**src/rtl/counter_ctrl_if.sv**
```systemverilog
// Button/switch inputs and counter control outputs of counter_ctrl, bundled as one port.
// master = counter_ctrl side, slave = button source / downstream counter side.
interface counter_ctrl_if #(
    parameter int N = 4
);
    logic         btn_run;
    logic         btn_load;
    logic         btn_dir;
    logic [N-1:0] sw_d;
    logic         load;
    logic         en;
    logic         up_down;
    logic [N-1:0] d;

    modport master (
        input  btn_run, btn_load, btn_dir, sw_d,
        output load, en, up_down, d
    );

    modport slave (
        output btn_run, btn_load, btn_dir, sw_d,
        input  load, en, up_down, d
    );
endinterface

```
**src/rtl/counter_ctrl.sv**
```systemverilog
// Front end for counter_nbit: synchronises and debounces buttons, runs a run/stop/load
// FSM and drives registered load/en/up_down/d, with en paced by a prescaler tick.
module counter_ctrl #(
    parameter int N          = 4,
    parameter int DEB_CYCLES = 4,
    parameter int TICK_DIV   = 5
) (
    input  logic          clk,
    input  logic          resetn,
    counter_ctrl_if.master bus
);
    localparam int DC_W   = $clog2(DEB_CYCLES) + 1;
    localparam int PC_W   = $clog2(TICK_DIV);
    localparam int B_RUN  = 0;
    localparam int B_LOAD = 1;
    localparam int B_DIR  = 2;

    typedef enum logic [1:0] {S_STOP, S_RUN, S_LOAD} state_t;

    logic [2:0]            btn_raw;
    logic [2:0]            btn_p0;
    logic [2:0]            btn_p1;
    logic [N-1:0]          sw_p0;
    logic [N-1:0]          sw_p1;
    logic [2:0]            deb;
    logic [2:0]            deb_q;
    logic [2:0][DC_W-1:0]  dc;
    logic [2:0]            press;
    state_t                state;
    logic [PC_W-1:0]       pc;
    logic                  nxt_load;
    logic                  nxt_run;
    logic                  load_r;
    logic                  en_r;
    logic                  up_down_r;
    logic [N-1:0]          d_r;

    assign btn_raw = {bus.btn_dir, bus.btn_load, bus.btn_run};

    // Stage p0/p1: two-flop synchronisers for buttons and switches
    always_ff @(posedge clk or negedge resetn) begin
        if (!resetn) begin
            btn_p0 <= '0;
            btn_p1 <= '0;
            sw_p0  <= '0;
            sw_p1  <= '0;
        end else begin
            btn_p0 <= btn_raw;
            btn_p1 <= btn_p0;
            sw_p0  <= bus.sw_d;
            sw_p1  <= sw_p0;
        end
    end

    // Debounce: accept a new level only after DEB_CYCLES consecutive disagreeing samples
    always_ff @(posedge clk or negedge resetn) begin
        if (!resetn) begin
            deb   <= '0;
            deb_q <= '0;
            dc    <= '0;
        end else begin
            for (int i = 0; i < 3; i++) begin
                if (btn_p1[i] == deb[i]) begin
                    dc[i] <= '0;
                end else if (dc[i] == DC_W'(DEB_CYCLES - 1)) begin
                    deb[i] <= btn_p1[i];
                    dc[i]  <= '0;
                end else begin
                    dc[i] <= dc[i] + 1'b1;
                end
            end
            deb_q <= deb;
        end
    end

    assign press = deb & ~deb_q;

    // Load beats run on the same cycle; presses seen while in LOAD are dropped.
    assign nxt_load = press[B_LOAD] && (state != S_LOAD);
    assign nxt_run  = !press[B_LOAD] &&
                      (((state == S_STOP) && press[B_RUN]) ||
                       ((state == S_RUN) && !press[B_RUN]));

    // FSM, prescaler and registered outputs
    always_ff @(posedge clk or negedge resetn) begin
        if (!resetn) begin
            state     <= S_STOP;
            pc        <= '0;
            load_r    <= 1'b0;
            en_r      <= 1'b0;
            up_down_r <= 1'b0;
            d_r       <= '0;
        end else begin
            state <= nxt_load ? S_LOAD : (nxt_run ? S_RUN : S_STOP);

            // Entering RUN starts a fresh period so no partial count carries over a stop
            if (!nxt_run || (state != S_RUN) || (pc == PC_W'(TICK_DIV - 1)))
                pc <= '0;
            else
                pc <= pc + 1'b1;

            en_r      <= (state == S_RUN) && (pc == PC_W'(TICK_DIV - 1)) && !press[B_LOAD];
            load_r    <= nxt_load;
            up_down_r <= up_down_r ^ press[B_DIR];
            if (nxt_load)
                d_r <= sw_p1;
        end
    end

    assign bus.load    = load_r;
    assign bus.en      = en_r;
    assign bus.up_down = up_down_r;
    assign bus.d       = d_r;
endmodule
```
**src/flat_wrapper.sv**
```systemverilog
// flat-port wrapper written by rule: the top's interface ports become plain ports
module counter_ctrl_flat 
#(
    parameter int N          = 4,
    parameter int DEB_CYCLES = 4,
    parameter int TICK_DIV   = 5
)
  (clk, resetn, bus_btn_run, bus_btn_load, bus_btn_dir, bus_sw_d, bus_load, bus_en, bus_up_down, bus_d);
  counter_ctrl_if #(.N(N)) bus_i ();
  input  logic clk;
  input  logic resetn;
  input wire logic [$bits(bus_i.btn_run)-1:0] bus_btn_run;
  input wire logic [$bits(bus_i.btn_load)-1:0] bus_btn_load;
  input wire logic [$bits(bus_i.btn_dir)-1:0] bus_btn_dir;
  input wire logic [$bits(bus_i.sw_d)-1:0] bus_sw_d;
  output wire logic [$bits(bus_i.load)-1:0] bus_load;
  output wire logic [$bits(bus_i.en)-1:0] bus_en;
  output wire logic [$bits(bus_i.up_down)-1:0] bus_up_down;
  output wire logic [$bits(bus_i.d)-1:0] bus_d;
  assign bus_i.btn_run = bus_btn_run;
  assign bus_i.btn_load = bus_btn_load;
  assign bus_i.btn_dir = bus_btn_dir;
  assign bus_i.sw_d = bus_sw_d;
  assign bus_load = bus_i.load;
  assign bus_en = bus_i.en;
  assign bus_up_down = bus_i.up_down;
  assign bus_d = bus_i.d;
  counter_ctrl #(.N(N), .DEB_CYCLES(DEB_CYCLES), .TICK_DIV(TICK_DIV)) u_core (.clk(clk), .resetn(resetn), .bus(bus_i));
endmodule
```
**config.mk**
```make
export PLATFORM = sky130hd
export DESIGN_NAME = counter_ctrl_flat
export DESIGN_NICKNAME = d
export VERILOG_FILES = /design/src/rtl/counter_ctrl_if.sv /design/src/rtl/counter_ctrl.sv /design/src/flat_wrapper.sv
export SDC_FILE = /design/constraint.sdc
export NUM_CORES = 1
export LEC_CHECK = 0
export CAP_MARGIN = 10
export CORE_ASPECT_RATIO = 2
export CORE_MARGIN = 10
export CORE_UTILIZATION = 50
export CTS_CLUSTER_DIAMETER = 60
export DETAILED_ROUTE_END_ITERATION = 8
export PLACE_DENSITY = 0.72
export REMOVE_ABC_BUFFERS = 1
export SYNTH_ARGS = -nofsm -noshare
export SYNTH_HDL_FRONTEND = slang
export SYNTH_SLANG_ARGS = --single-unit
```
**constraint.sdc**
```tcl
create_clock -name clk -period 3.5 [get_ports clk]
set_input_delay 0.7 -clock clk [delete_from_list [all_inputs] [get_ports clk]]
set_output_delay 0.7 -clock clk [all_outputs]
set_load 0.005 [all_outputs]
```
==> results.txt, run 1 <==
critical-path maximum fanout = 4
final period utilization = 55.6%
starting density of the core = 53.0%
met1 global-route usage = 7.77%
Finished Core Util = 62.9%
nets = 126
crit-path cells = clkdlybuf4s50_1
RSZ-0062 raised after global routing = false
outcome = completed
global-route wire length before repair = 3390 um
Synth Warn # = 0
CP max-delay cell = clkdlybuf4s50_1
hold endpoint = u_core.sw_p1[3]
Slew @ Worst Pin = 0.830 ns
Power Density = 769 nW/um2
post_cts resized = 0
Setup CP Type = register to output pin
Antenna Violating Nets Remaining = 0
final setup TNS = 0 ns
worst slack, placed = 1.85 ns
largest net degree at the start of global routing = 41
die width = 57.2 um
Clock Skews = 0.00520 ns
clk slew on worst S/H paths = 0.07 ns
Final Hold Vio Count = 0
Post-DP HPWL = 1450 um
post-synthesis sequential area ratio = 72.5%
area leader, netlist = dfrtp_1
register area = 1000 um2
io pins = 16
global route hottest layer = met2
Worst slew margin = 44.7%
total track usage = 8.14%
worst hold start = u_core.sw_p0[3]
filler cell count in the final layout = 204
vias in the first global route = 798
Slew Viols, Final = 0
Setup Viol. Count Final = 0
worst r2r path cells = 3
Worst Setup End Kind = output pin
postcts setup bufs = 0
Multi-input gate area = 360 um2
initial antenna violation count = 0
Hold/Removal Path Class = register to register
RR Startpoint = u_core.deb_q[1]
Max stage delay on crit path = 0.54 ns
final worst setup slack = 1.55 ns
GR Util met2 = 13.8%
first-pass iteration count of the detailed router = 2
die height = 94.3 um
CTS buffer count = 5
wire per inst = 13.6 um
Synth area leaders = dfrtp_1 73%, mux2_2 5.7%, ha_1 4.5%
CP arrival = 1.25 ns
H-tree depth = 2
Pleak = 0.746 nW
Peak supply drop = 0.000428 V
Overflow after GRT = 0
Row Count = 26
Startpoint Class = register
Clock Sink Count = 40
CP bufs+invs = 1
grt met3 use = 3.79%
data required time of the worst path = 2.80 ns
Synth Instances = 90
unique cell type count in the Yosys netlist = 16
R2R setup slack = 2.25 ns
Avg Inst Size Synth = 15.3 um2
layout cells sized above 1 = 14.3%
clk buf depth = 2
clock root buffer = clkbuf_8
worst skew pair latency = 0.28 ns
hold path depth = 0
Top delay family on crit path = buffers and inverters
ANT cells = 0
vias = 712
CTS tree = built
# hold bufs at CTS = 0
area grow syn2layout = 18.7%
Netlist Area Pre-Place = 1380 um2
Total Wirelength = 1910 um
Die ar. = 5390 um2
IO buf count = 15
Synth top area share = 72.5%
core area = 2600 um2
Via-to-Cell Ratio = 5.09
#FFs+latches synth = 40
r2r endpoint = u_core.bus.d[3]
routability cong. = 0.732
Starting DRT DRC Count = 4
Tmin final = 1.95 ns
Peak Freq = 514 MHz
# DRC = 0
max_cap viols = 0
[cells in the final DEF (no fill, tap or decap)]
cell,synthesis,final
nand2b_2,1,1
nand2b_1,2,2
buf_2,0,1
mux2i_1,1,1
mux2_2,7,7
clkbuf_1,0,1
a21oi_4,1,1
nand4_1,1,1
nor2_1,4,4
clkinv_2,0,1
and2b_1,1,1
nor3b_1,3,3
clkdlybuf4s50_1,0,14
nand2_1,2,2
xnor2_1,5,5
ha_1,5,5
nor3_1,5,5
dfrtp_1,40,40
inv_1,5,5
nor2b_1,7,7
clkbuf_8,0,5
[where the power goes]
group          internal, mW  switching, mW  leakage [nW]
combinational         0.200          0.136         0.211
clock                 0.135          0.136        0.0410
sequential            0.580         0.0727         0.494
[kinds of logic (layout without fill, tap and decap cells)]
family	count (synthesis)	after routing	share of synthesized area, %
flops	40	40	72.5
simple gates	26	26	10.8
mux	8	8	6.44
fa+ha+maj	5	5	4.53
xor+xnor	5	5	3.17
buf+inv	5	27	1.36
compound gates	1	1	1.18
[worst max path at each step]
stage / startpoint / to / slack [ns] / cells after the start
after floorplan: u_core.deb_q[1] / u_core.bus.d[0] / 2.34 / 3
after global placement: u_core.bus.load / bus_load / 1.87 / 1
after detailed placement: u_core.bus.load / bus_load / 1.85 / 1
after CTS: u_core.bus.load / bus_load / 1.54 / 1
after global routing: u_core.bus.load / bus_load / 1.48 / 1
final: u_core.bus.load / bus_load / 1.55 / 1
[per-stage QoR]
step / power (mW) / instance area, um2 / std cells / hold WS (ns)
finish: 1.26 / 1640 / 140 / 0.347
global route: 1.35 / 1640 / 140 / 0.360
CTS: 1.29 / 1640 / 140 / 0.350
detailed placement: 1.01 / 1560 / 133 / 0.335
global placement: 0.988 / 1560 / 133 / 0.332
floorplan: 0.861 / 1380 / 90 / 0.331
[cell usage after synthesis (all sizes together)]
cell type	instances
mux2i	1
and2b	1
nand2	2
mux2	7
nor2b	7
a21oi	1
inv	5
nor3	5
nand4	1
dfrtp	40
nand2b	3
xnor2	5
nor2	4
nor3b	3
ha	5
[state kept, by name, indices dropped and copies added, names as in the netlist]
register            cells
u_core.pc               3
u_core.bus.load         1
u_core.bus.d            4
u_core.sw_p1            4
u_core.btn_p0           3
u_core.dc               9
u_core.bus.en           1
u_core.deb              3
u_core.sw_p0            4
u_core.deb_q            3
u_core.btn_p1           3
u_core.bus.up_down      1
u_core.state            1
[layer usage]
metal	routed length [um]	part of all wire [%]	up-vias
li1	-	-	333
met1	691	36	359
met2	1070	56	14
met3	103	5.4	6
met4	46	2.4	0
met5	0	0	-
[cell type report]
cell class | count | share of cell area, %
multi-input combinational | 45 | 22.0
clock inverter | 1 | 0.306
timing repair buffer | 15 | 8.86
clock buffer | 6 | 4.43
sequential | 40 | 61.1
inverter | 5 | 1.15
tap | 28 | 2.14
Note: power is estimated with default switching activity, not from simulation.
==> run 2, diff against run 1 <==
clock period = 1.81 ns   (was 3.5 ns; I/O delays follow)
==> run 2 against run 1 <==
  * Cell count rose by 0.71%
  * Register-to-register slack got worse by 1.7 ns
  * Non-clock buffer count rose by 1
  * Sequential share of layout area fell by 0.28 points
  * Total power rose by 94%
  * Sequential power rose by 94%
  * Critical path type unchanged
  * Sequential cell count did not move
  * Utilization rose by 0.29 points
  * Critical endpoint unchanged
  * Count of clock-buffer cells in the layout did not move
  * First-iteration DRC count did not move
  * Wire length fell by 2.0%
==> results.txt, run 2 (synthesis gave the netlist of run 1 again) <==
RSZ-0062 raised after global routing = false (unchanged)
dpl cells = 134 (was 133)
Die ar. = 5390 um2 (unchanged)
first-pass iteration count of the detailed router = 3 (was 2)
Clock Sink Count = 40 (unchanged)
# hold bufs at CTS = 0 (unchanged)
final hold slack = 0.113 ns (was 0.347 ns)
Worst Setup End Kind = output pin (unchanged)
Pleak = 0.751 nW (was 0.746 nW)
nets = 127 (was 126)
clk slew on worst S/H paths = 0.07 ns (about the same)
CP bufs+invs = 1 (unchanged)
Clock Skews = 0.00693 ns (was 0.00520 ns)
Slew Viols, Final = 0 (unchanged)
ANT cells = 0 (unchanged)
Setup Viol. Count Final = 0 (unchanged)
largest net degree at the start of global routing = 41 (unchanged)
Max stage delay on crit path = 0.54 ns (about the same)
routability cong. = 0.735 (was 0.732)
Setup CP Type = register to output pin (unchanged)
starting density of the core = 53.0% (unchanged)
post_cts resized = 0 (unchanged)
post-route insts no fill = 141 (was 140)
r2r endpoint = u_core.bus.d[2] (was u_core.bus.d[3])
Startpoint Class = register (unchanged)
io pins = 16 (unchanged)
vias = 706 (was 712)
Hold/Removal Path Class = input port to async pin (was register to register)
initial antenna violation count = 0 (unchanged)
Total Wirelength = 1870 um (was 1910 um)
critical-path maximum fanout = 4 (unchanged)
vias in the first global route = 766 (was 798)
layout cells sized above 1 = 15.0% (was 14.3%)
# DRC = 0 (unchanged)
outcome = completed (unchanged)
worst skew pair latency = 0.29 ns (was 0.28 ns)
most frequent cells in the layout = 40 x dfrtp_1, 14 x clkdlybuf4s50_1, 7 x nor2b_1, 7 x mux2_2 (unchanged)
crit-path cells = clkdlybuf4s50_1 (unchanged)
IO buf count = 15 (unchanged)
data required time of the worst path = 1.45 ns (was 2.80 ns)
RR Startpoint = u_core.deb_q[1] (unchanged)
Peak Freq = 619 MHz
Row Count = 26 (unchanged)
Final Hold Vio Count = 0 (unchanged)
final period utilization = 89.3%
area grow syn2layout = 19.2% (was 18.7%)
Biggest register = u_core.dc (unchanged)
Overflow after GRT = 0 (unchanged)
Power Density = 1480 nW/um2 (was 769 nW/um2)
max_cap viols = 0 (unchanged)
Via-to-Cell Ratio = 5.01 (was 5.09)
die height = 94.3 um (unchanged)
global-route wire length before repair = 3310 um (was 3390 um)
Peak supply drop = 0.000990 V (was 0.000428 V)
R2R setup slack = 0.55 ns (was 2.25 ns)
Slew @ Worst Pin = 0.482 ns (was 0.830 ns)
Top delay family on crit path = buffers and inverters (unchanged)
core area = 2600 um2 (unchanged)
worst r2r path cells = 3 (unchanged)
Post-DP HPWL = 1370 um (was 1450 um)
Tmin final = 1.62 ns
clk buf depth = 2 (unchanged)
CP arrival = 1.25 ns (about the same)
wire per inst = 13.3 um (was 13.6 um)
Antenna Violating Nets Remaining = 0 (unchanged)
clock root buffer = clkbuf_8 (unchanged)
CTS tree = built (unchanged)
CTS buffer count = 5 (unchanged)
Starting DRT DRC Count = 4 (unchanged)
number of flip-flops in the largest register = 9 (unchanged)
most common cell after layout, fill and taps aside = dfrtp_1 (unchanged)
die width = 57.2 um (unchanged)
postcts setup bufs = 0 (unchanged)
CP max-delay cell = clkdlybuf4s50_1 (unchanged)
final setup TNS = 0 ns (unchanged)
H-tree depth = 2 (unchanged)
total track usage = 7.98% (was 8.14%)
Worst slew margin = 67.9% (was 44.7%)
[run 2: worst max-delay path by stage]
stage                                from              end  slack (ns)  depth (start not counted)
after CTS                 u_core.bus.load         bus_load        0.17                          1
after detailed placement  u_core.bus.load         bus_load        0.50                          1
after global placement    u_core.bus.load         bus_load        0.52                          1
after global routing      u_core.bus.load         bus_load        0.12                          1
final                     u_core.bus.load         bus_load        0.19                          1
after floorplan           u_core.deb_q[1]  u_core.bus.d[0]        0.65                          3
[run 2: layer usage]
metal	wire (um)	global-route usage, %	vias up	share of wire (%)
li1	-	-	338	-
met1	723	7.63	348	39
met2	975	12.7	13	52
met3	97	3.66	7	5.2
met4	75	6.50	0	4.0
met5	0	0	-	0
[run 2: area by class of cell]
cell class	instances	area (um2)
well taps	28	35.0
clock inverters	1	5.00
repair buffers	16	153
multi-input cells	45	360
fillers	212	957
flip-flops and latches	40	1000
clock buffers	6	72.6
inverters	5	18.8
[run 2: metrics by stage]
stage                     cell area (um2)  setup slack, ns  util (%)  total power, mW
after global routing                 1650            0.119      63.2             2.60
after floorplan                      1380            0.645         -             1.67
after CTS                            1650            0.172      63.2             2.49
after detailed placement             1570            0.499      60.2             1.95
final                                1650            0.194      63.2             2.44
after global placement               1570            0.516      60.2             1.91
[run 2: where the power goes]
group | switching, mW | leakage (nW) | internal, mW
clock | 0.271 | 0.0410 | 0.261
combinational | 0.255 | 0.215 | 0.388
sequential | 0.145 | 0.494 | 1.12
==> run 3, diff against run 2 <==
CORE_UTILIZATION = 25   (was 50)
PLACE_DENSITY = 0.41   (was 0.72)
SKIP_LAST_GASP = 1   (was not set)
==> run 3 against run 2 <==
  * Non-clock buffer count unchanged
  * Global-route usage shrank 3.0 points
  * Clock skew decreased by 0.0017 ns
  * Cell area rose by 3.0%
  * Sequential power hardly changed
  * Cell count increased by 23%
  * Largest cell class unchanged
  * Hold slack gained 0.0026 ns
  * Die area grew 68%
  * Clock power increased by 6.2%
==> results.txt, run 3 (synthesis gave the netlist of run 1 again) <==
global-route wire length before repair = 3560 um (was 3310 um)
Overflow after GRT = 0 (unchanged)
IO buf count = 15 (unchanged)
data required time of the worst path = 1.45 ns (about the same)
CTS tree = built (unchanged)
core area = 5370 um2 (was 2600 um2)
clk buf depth = 2 (unchanged)
max_cap viols = 0 (unchanged)
Antenna Violating Nets Remaining = 0 (unchanged)
Worst Setup End Kind = output pin (unchanged)
postcts setup bufs = 0 (unchanged)
clock root buffer = clkbuf_8 (unchanged)
Startpoint Class = register (unchanged)
Peak supply drop = 0.000708 V (was 0.000990 V)
vias = 705 (was 706)
routability cong. = 0.715 (was 0.735)
initial antenna violation count = 0 (unchanged)
Power Density = 1460 nW/um2 (was 1480 nW/um2)
Pleak = 0.758 nW (was 0.751 nW)
Peak Freq = 621 MHz (was 619 MHz)
filler cell count in the final layout = 543 (was 212)
ANT cells = 0 (unchanged)
Total Wirelength = 2040 um (was 1870 um)
layout cells sized above 1 = 16.7% (was 15.0%)
clk slew on worst S/H paths = 0.08 ns (was 0.07 ns)
RR Startpoint = u_core.deb_q[1] (unchanged)
largest net degree at the start of global routing = 41 (unchanged)
# hold bufs at CTS = 0 (unchanged)
worst skew pair latency = 0.28 ns (was 0.29 ns)
Starting DRT DRC Count = 25 (was 4)
worst slack, placed = 0.492 ns (was 0.499 ns)
Biggest register = u_core.dc (unchanged)
CP max-delay cell = clkdlybuf4s50_1 (unchanged)
crit path launch = u_core.bus.load (unchanged)
CP arrival = 1.25 ns (about the same)
final period utilization = 89.0% (was 89.3%)
Worst slew margin = 66.7% (was 67.9%)
critical-path maximum fanout = 4 (unchanged)
number of flip-flops in the largest register = 9 (unchanged)
Final Hold Vio Count = 0 (unchanged)
die width = 72.5 um (was 57.2 um)
Via-to-Cell Ratio = 4.05 (was 5.01)
Top delay family on crit path = buffers and inverters (unchanged)
# DRC = 0 (unchanged)
RSZ-0062 raised after global routing = false (unchanged)
Row Count = 38 (was 26)
crit-path cells = clkdlybuf4s50_1 (unchanged)
Tmin final = 1.61 ns (was 1.62 ns)
CTS buffer count = 5 (unchanged)
CP bufs+invs = 1 (unchanged)
Slew Viols, Final = 0 (unchanged)
Setup CP Type = register to output pin (unchanged)
area grow syn2layout = 22.8% (was 19.2%)
most common cell after layout, fill and taps aside = dfrtp_1 (unchanged)
starting density of the core = 25.7% (was 53.0%)
wire per inst = 11.7 um (was 13.3 um)
Max stage delay on crit path = 0.54 ns (about the same)
first-pass iteration count of the detailed router = 3 (unchanged)
io pins = 16 (unchanged)
Clock Skews = 0.00518 ns (was 0.00693 ns)
Die ar. = 9070 um2 (was 5390 um2)
final hold slack = 0.115 ns (was 0.113 ns)
nets = 127 (unchanged)
R2R setup slack = 0.58 ns (was 0.55 ns)
Hold/Removal Path Class = input port to async pin (unchanged)
total track usage = 5.03% (was 7.98%)
Slew @ Worst Pin = 0.500 ns (was 0.482 ns)
H-tree depth = 2 (unchanged)
Setup Viol. Count Final = 0 (unchanged)
vias in the first global route = 800 (was 766)
final worst setup slack = 0.199 ns (was 0.194 ns)
die height = 125 um (was 94.3 um)
outcome = completed (unchanged)
Clock Sink Count = 40 (unchanged)
most frequent cells in the layout = 40 x dfrtp_1, 14 x clkdlybuf4s50_1, 7 x nor2b_1, 7 x mux2_2 (unchanged)
post_cts resized = 0 (unchanged)
final setup TNS = 0 ns (unchanged)
[run 3: cell types whose count changed in the layout (fill, tap and decap cells not counted), sizes merged]
cell and change:
clkinv +2, clkbuf -1
[run 3: power breakdown]
| part | internal (mW) | switching, mW |
|---|---|---|
| clock network | 0.268 | 0.297 |
| registers | 1.12 | 0.142 |
| logic | 0.387 | 0.254 |
| total | 1.78 | 0.693 |
[run 3: metrics by stage]
step	power (mW)	util, %	cells	cell area, um2
after floorplan	1.67	-	90	1380
after global placement	1.92	29.9	166	1610
after detailed placement	1.95	29.9	166	1610
after CTS	2.54	31.6	174	1700
after global routing	2.67	31.6	174	1700
final	2.47	31.6	174	1700
[run 3: layer usage]
metal	wire length [um]	vias to the layer above	global-route usage [%]
li1	-	336	-
met1	802	350	4.98
met2	1080	15	8.05
met3	114	4	2.30
met4	48	0	3.37
met5	0	-	0
[run 3: area by class of cell]
| type | count | area [um2] | share of cell area, % |
|---|---|---|---|
| Sequential cell | 40 | 1000 | 59.0 |
| Multi-Input combinational cell | 45 | 360 | 21.3 |
| Timing Repair Buffer | 16 | 153 | 9.00 |
| Tap cell | 60 | 75.1 | 4.43 |
| Clock buffer | 5 | 68.8 | 4.06 |
| Clock inverter | 3 | 18.8 | 1.11 |
| Inverter | 5 | 18.8 | 1.11 |
[run 3: worst paths after layout]
kind	endpoint	cells after the start
setup / recovery	bus_load	1
hold / removal	u_core.sw_p0[0]	2
setup reg to reg	u_core.bus.d[1]	3
hold reg to reg	u_core.sw_p1[0]	0
max in group asynchronous	u_core.pc[1]	2
min in group clk	u_core.sw_p1[0]	0
